`config.mk`:
```
export PLATFORM = sky130hd
export DESIGN_NAME = divider_param_module
export DESIGN_NICKNAME = d
export VERILOG_FILES = /design/src/rtl/divider_pkg.sv /design/src/rtl/div_restore_step.sv /design/src/rtl/divider_param_module.sv
export SDC_FILE = /design/constraint.sdc
export NUM_CORES = 1
export LEC_CHECK = 0
export CORE_MARGIN = 4
export CORE_UTILIZATION = 25
export DETAILED_ROUTE_END_ITERATION = 8
export SYNTH_ARGS = -nofsm -noshare
export SYNTH_HDL_FRONTEND = slang
export SYNTH_SLANG_ARGS = --single-unit
```
`constraint.sdc`:
```
create_clock -name clk -period 2 [get_ports clk]
set_input_delay 0.5 -clock clk [delete_from_list [all_inputs] [get_ports clk]]
set_output_delay 0.5 -clock clk [all_outputs]
set_load 0.005 [all_outputs]
```
`src/rtl/divider_pkg.sv`:
```
// Shared definitions for the parametrised iterative divider:
// FSM state encoding and the operand-width legality check.
package divider_pkg;

  typedef enum logic [2:0] {
    ST_IDLE = 3'd0,
    ST_PREP = 3'd1,
    ST_ITER = 3'd2,
    ST_FIX  = 3'd3,
    ST_DONE = 3'd4
  } div_state_e;

  localparam int unsigned DIV_MIN_WIDTH = 2;
  localparam int unsigned DIV_MAX_WIDTH = 32;

  // True when w is a supported operand width.
  function automatic bit div_width_legal(input int unsigned w);
    return (w >= DIV_MIN_WIDTH) && (w <= DIV_MAX_WIDTH);
  endfunction

endpackage

```
`src/rtl/div_restore_step.sv`:
```
// One restoring-division step: shift the next dividend bit into the
// partial remainder, trial-subtract the divisor magnitude and keep the
// difference only when it does not go negative.
module div_restore_step
  import divider_pkg::*;
#(
  parameter int unsigned WIDTH = 8
) (
  input  logic [WIDTH:0]   rem_in,
  input  logic             bit_in,
  input  logic [WIDTH-1:0] div_mag,
  output logic [WIDTH:0]   rem_out,
  output logic             q_bit
);

  logic [WIDTH+1:0] shifted;

  // Trial subtraction; the compare is done on the full shifted value so no
  // remainder bit is lost, the kept result always fits WIDTH+1 bits.
  always_comb begin
    shifted = {rem_in, bit_in};
    q_bit   = (shifted >= {2'b00, div_mag});
    rem_out = q_bit ? (shifted[WIDTH:0] - {1'b0, div_mag}) : shifted[WIDTH:0];
  end

endmodule

```
`src/rtl/divider_param_module.sv`:
```
// Parametrised iterative integer divider, signed or unsigned per job.
// Fixed latency of WIDTH+2 clocks from the start_sig edge to done_sig.
// Handshake: start_sig is a level sampled only in IDLE together with the
// operands; done_sig is a one-cycle pulse and the result outputs are valid
// from that cycle and held until the next done_sig. The caller holds
// start_sig until it sees done_sig; a start_sig still high in the cycle
// after done_sig is ignored (DONE returns to IDLE without sampling it).
module divider_param_module
  import divider_pkg::*;
#(
  parameter int unsigned WIDTH = 8
) (
  input  logic             clk,
  input  logic             rst_n,
  input  logic             start_sig,
  input  logic             signed_mode,
  input  logic [WIDTH-1:0] dividend,
  input  logic [WIDTH-1:0] divisor,
  output logic             done_sig,
  output logic [WIDTH-1:0] quotient,
  output logic [WIDTH-1:0] reminder,
  output logic             div_by_zero,
  output logic             overflow
);

  localparam int unsigned CNT_W = $clog2(WIDTH + 1);
  localparam logic [CNT_W-1:0] LAST_CNT = CNT_W'(WIDTH - 1);
  localparam logic [WIDTH-1:0] MOST_NEG = {1'b1, {(WIDTH - 1){1'b0}}};

  if (!div_width_legal(WIDTH)) begin : g_width_check
    $error("divider_param_module: WIDTH must be in 2..32");
  end

  div_state_e       state_q, state_d;
  logic [CNT_W-1:0] cnt_q, cnt_d;
  logic             mode_q, mode_d;
  logic [WIDTH-1:0] raw_dvd_q, raw_dvd_d;   // dividend as supplied
  logic [WIDTH-1:0] dq_q, dq_d;             // dividend magnitude, becomes quotient
  logic [WIDTH-1:0] dvs_q, dvs_d;           // divisor, becomes magnitude in PREP
  logic [WIDTH:0]   rem_q, rem_d;           // partial remainder
  logic             neg_quo_q, neg_quo_d;
  logic             neg_rem_q, neg_rem_d;
  logic             dz_q, dz_d;
  logic             ovf_q, ovf_d;
  logic             done_q, done_d;
  logic [WIDTH-1:0] quo_out_q, quo_out_d;
  logic [WIDTH-1:0] rem_out_q, rem_out_d;
  logic             dz_out_q, dz_out_d;
  logic             ovf_out_q, ovf_out_d;

  logic [WIDTH:0]   step_rem;
  logic             step_q;

  div_restore_step #(.WIDTH(WIDTH)) u_step (
    .rem_in  (rem_q),
    .bit_in  (dq_q[WIDTH-1]),
    .div_mag (dvs_q),
    .rem_out (step_rem),
    .q_bit   (step_q)
  );

  // Next-state and datapath: latch, take magnitudes, iterate, fix signs.
  always_comb begin
    state_d   = state_q;
    cnt_d     = cnt_q;
    mode_d    = mode_q;
    raw_dvd_d = raw_dvd_q;
    dq_d      = dq_q;
    dvs_d     = dvs_q;
    rem_d     = rem_q;
    neg_quo_d = neg_quo_q;
    neg_rem_d = neg_rem_q;
    dz_d      = dz_q;
    ovf_d     = ovf_q;
    done_d    = 1'b0;
    quo_out_d = quo_out_q;
    rem_out_d = rem_out_q;
    dz_out_d  = dz_out_q;
    ovf_out_d = ovf_out_q;
    case (state_q)
      ST_IDLE: begin
        if (start_sig) begin
          raw_dvd_d = dividend;
          dq_d      = dividend;
          dvs_d     = divisor;
          mode_d    = signed_mode;
          state_d   = ST_PREP;
        end
      end
      ST_PREP: begin
        neg_quo_d = mode_q & (raw_dvd_q[WIDTH-1] ^ dvs_q[WIDTH-1]);
        neg_rem_d = mode_q & raw_dvd_q[WIDTH-1];
        dq_d      = (mode_q && raw_dvd_q[WIDTH-1]) ? -raw_dvd_q : raw_dvd_q;
        dvs_d     = (mode_q && dvs_q[WIDTH-1]) ? -dvs_q : dvs_q;
        rem_d     = '0;
        cnt_d     = '0;
        dz_d      = (dvs_q == '0);
        ovf_d     = mode_q && (raw_dvd_q == MOST_NEG) && (dvs_q == '1);
        state_d   = ST_ITER;
      end
      ST_ITER: begin
        rem_d = step_rem;
        dq_d  = {dq_q[WIDTH-2:0], step_q};
        cnt_d = cnt_q + 1'b1;
        if (cnt_q == LAST_CNT) begin
          state_d = ST_FIX;
        end
      end
      ST_FIX: begin
        done_d    = 1'b1;
        dz_out_d  = dz_q;
        ovf_out_d = ovf_q;
        if (dz_q) begin
          quo_out_d = '1;
          rem_out_d = raw_dvd_q;
        end else if (ovf_q) begin
          quo_out_d = MOST_NEG;
          rem_out_d = '0;
        end else begin
          quo_out_d = neg_quo_q ? -dq_q : dq_q;
          rem_out_d = WIDTH'(neg_rem_q ? -rem_q : rem_q);
        end
        state_d = ST_DONE;
      end
      ST_DONE: begin
        state_d = ST_IDLE;
      end
      default: begin
        state_d = ST_IDLE;
      end
    endcase
  end

  // State and result registers; reset aborts any job in flight.
  always_ff @(posedge clk or negedge rst_n) begin
    if (!rst_n) begin
      state_q   <= ST_IDLE;
      cnt_q     <= '0;
      mode_q    <= 1'b0;
      raw_dvd_q <= '0;
      dq_q      <= '0;
      dvs_q     <= '0;
      rem_q     <= '0;
      neg_quo_q <= 1'b0;
      neg_rem_q <= 1'b0;
      dz_q      <= 1'b0;
      ovf_q     <= 1'b0;
      done_q    <= 1'b0;
      quo_out_q <= '0;
      rem_out_q <= '0;
      dz_out_q  <= 1'b0;
      ovf_out_q <= 1'b0;
    end else begin
      state_q   <= state_d;
      cnt_q     <= cnt_d;
      mode_q    <= mode_d;
      raw_dvd_q <= raw_dvd_d;
      dq_q      <= dq_d;
      dvs_q     <= dvs_d;
      rem_q     <= rem_d;
      neg_quo_q <= neg_quo_d;
      neg_rem_q <= neg_rem_d;
      dz_q      <= dz_d;
      ovf_q     <= ovf_d;
      done_q    <= done_d;
      quo_out_q <= quo_out_d;
      rem_out_q <= rem_out_d;
      dz_out_q  <= dz_out_d;
      ovf_out_q <= ovf_out_d;
    end
  end

  assign done_sig    = done_q;
  assign quotient    = quo_out_q;
  assign reminder    = rem_out_q;
  assign div_by_zero = dz_out_q;
  assign overflow    = ovf_out_q;

endmodule

```
==> results.sh <==
export IMPL_crit_arrival_ps=2180
export IMPL_synth_top_flop_cell="dfrtp_1"
export IMPL_p_leak_uw=0.00219
export IMPL_cp_start_kind="flip-flop"
export IMPL_slew_headroom_pct=58.1
export IMPL_clkLatencyLatePin_ps=330
export IMPL_rsz0062_at_grt="true"
export IMPL_area_growth_pct=35.7
export IMPL_r2r_cells=8
export IMPL_cts_buffers=9
export IMPL_start_util_pct=25.9
export IMPL_outcome="finished, final reports clean"
export IMPL_ys_warn_count=0
export IMPL_r2r_slack_ps=1
export IMPL_holdWs_ps=134
export IMPL_hpwl_um=8050
export IMPL_yosysSeqAreaShare_pct=41.9
export IMPL_critPathCaptureType="flip-flop"
export IMPL_instances_no_fill=693
export IMPL_placed_cell_area_sq_mm=0.00470
export IMPL_crit_fanout=7
export IMPL_grt_pass1_vias=3475
export IMPL_antenna_cells=0
export IMPL_slowest_delay_ps=470
export IMPL_drive_gt1_share_pct=19.6
export IMPL_core_sq_mm=0.0148
export IMPL_ys_ff_latch=64
export IMPL_groute_usage_overall_pct=12.5
export IMPL_cp_num_buf_inv=2
export IMPL_drt_iter0_markers=239
export IMPL_r2r_end="rem_q[1]"
export IMPL_vdd_drop_max_mv=0.665
export IMPL_fp_dieH_um=132
export IMPL_clockRootBuffer="clkbuf_16"
export IMPL_grt_overflow_total=0
export IMPL_vias=3465
export IMPL_fin_nets=539
export IMPL_required_ps=2180
export IMPL_chipWidth_um=132
export IMPL_hp_class="primary input to asynchronous set/reset pin"
export IMPL_htree_levels=3
export IMPL_firstDrtPassIters=4
export IMPL_clkSlewWorstSetupHoldPaths_ps=60
export IMPL_synth_edf_count=0
export IMPL_nFillCells=1485
export IMPL_die_area_sq_mm=0.0173
export IMPL_grt_max_degree=46
export IMPL_antenna_left=0
export IMPL_post_route_min_period_ps=2000
export IMPL_io_buffers=38
export IMPL_routedWlPerCell_um=15.6
export IMPL_synth_area_leader_cell="dfrtp_1"
export IMPL_drv_cap=0
export IMPL_grt_first_pass_wirelength_um=17800
export IMPL_gp_congestion=0.854
export IMPL_clock_path_buffers=2
export IMPL_yosys_top_cells_area="dfrtp_1 42%, nand2_1 4.7%, ha_1 4.6%"
export IMPL_r2r_start="rem_q[0]"
export IMPL_path_class="flip-flop to flip-flop"
export IMPL_syn_avg_cell_area_sq_um=8.95
export IMPL_post_place_cells=673
export IMPL_netlist_area_sq_mm=0.00382
export IMPL_fin_util_pct=35.2
export IMPL_clkSinkCount=64
export IMPL_worst_pin_slew_ps=629
export IMPL_max_freq_mhz=500
export IMPL_synthArstFlopShare_pct=100
export IMPL_design_area_sq_mm=0.00519
export IMPL_drt_wl_total_um=10800
export IMPL_path_delay_family="flip-flops"
export IMPL_synthCells=427
export IMPL_hold_viol=0
export IMPL_io_pins=39
export IMPL_drc_errors=0
export IMPL_min_period_over_period_pct=99.9
export IMPL_maxSlewViolCount=0
export IMPL_antenna_found_initial=0
export IMPL_cts_tree="done"
export IMPL_setup_violations=0
export IMPL_power_density_mw_per_mm2=1870
export IMPL_syn_num_nets=462
export IMPL_fin_skew_ps=7.31
export IMPL_critical_path_depth=8
export IMPL_path_cells="buf_6, fa_2, nand3_2, and3_4, o211a_4, buf_12, mux2i_1, o22ai_1"
export IMPL_critPathSlowestCell="dfrtp_2"
export IMPL_post_drt_via_cell_ratio=5.00
export IMPL_rows=44
export IMPL_synth_top_area_share_pct=41.9
export IMPL_synth_cell_types=63
-- power breakdown --
part / total [uW] / leakage, uW / switching [uW] / internal (uW)
clock network: 1770 / 0.000158 / 553 / 1220
registers: 2480 / 0.000788 / 614 / 1870
logic: 5440 / 0.00125 / 2690 / 2750
total: 9700 / 0.00219 / 3860 / 5840
-- routing by layer --
layer	vias up	GRT usage [%]	routed length (um)
met5	-	0	0
met4	0	5.02	255
met3	24	2.71	486
met2	84	20.5	5280
met1	1663	16.1	4780
li1	1694	-	-
-- what timing repair did --
item                                    4_1_cts  5_1_grt
pin swaps                                     5        5
gates resized for setup                      14       13
endpoints found under the setup margin        4       11
setup buffers                                 2        2
hold buffers                                  0        0
gates cloned                                  1        0
-- worst max path at each step --
stage / start / to / slack, ps
floorplan: dq_q[7] / rem_q[1] / 20
global placement: rem_q[0] / reminder[6] / 20
detailed placement: dq_q[7] / rem_q[1] / -5
CTS: dq_q[7] / rem_q[1] / -20
global route: rem_q[0] / rem_q[1] / -100
finish: rem_q[0] / rem_q[1] / 1
-- layout make-up --
class,count,area (sq um),area share (%)
flip-flops and latches,64,1600,30.9
clock buffers,13,240,4.63
multi-input cells,316,2140,41.2
well taps,184,230,4.44
inverters,25,93.8,1.81
clock inverters,3,90.1,1.74
repair buffers,88,792,15.3
-- state kept, by name, indices dropped and copies added (netlist names) --
name         flops
mode_q           1
cnt_q            4
rem_q            9
dq_q             8
state_q          3
neg_quo_q        1
done_sig         1
raw_dvd_q        8
reminder         8
quotient         8
dz_q             1
ovf_q            1
div_by_zero      1
dvs_q            8
neg_rem_q        1
overflow         1
-- cell usage in the layout, fill, tap and decap left out, types with 9 or more instances in the layout --
master,n
nor2_1,40
dfrtp_1,62
o21ai_0,30
xor2_1,12
clkbuf_16,9
nand2_1,48
inv_1,21
xnor2_1,10
a31oi_1,9
buf_4,46
a21oi_1,32
clkdlybuf4s50_1,37
-- through the flow --
step	setup slack, ps	power (uW)	setup TNS, ps
final	1.13	9700	0
after global routing	-96.3	10500	-401
after CTS	-21.7	9690	-33.0
after detailed placement	-5.05	7460	-9.02
after global placement	17.6	7350	0
after floorplan	24.3	5550	0
-- cells by family (layout without fill, tap and decap cells) --
group | Yosys count | count (layout) | share of synthesized area [%]
mux | 13 | 13 | 3.63
compound gates | 124 | 124 | 21.2
xor+xnor | 22 | 22 | 5.04
fa+ha+maj | 15 | 15 | 5.11
buf+inv | 47 | 129 | 5.11
flops | 64 | 64 | 41.9
simple gates | 142 | 142 | 18.0
-- Yosys cell counts (all sizes together) (2+ instances only) --
cell,instances
a21o,2
a21oi,33
a221oi,8
a22oi,4
a31oi,9
a32oi,3
and3,3
and4,2
buf,14
clkbuf,8
dfrtp,64
ha,14
inv,25
mux2,7
mux2i,6
nand2,48
nand2b,4
nand3,7
nand4,7
nor2,40
nor2b,4
nor3,8
nor3b,2
nor4,3
o211ai,3
o21a,2
o21ai,34
o21bai,2
o22ai,3
o311ai,2
o31ai,6
o41ai,2
or3,7
xnor2,10
xor2,12
Note: power is estimated with default switching activity, not from simulation.
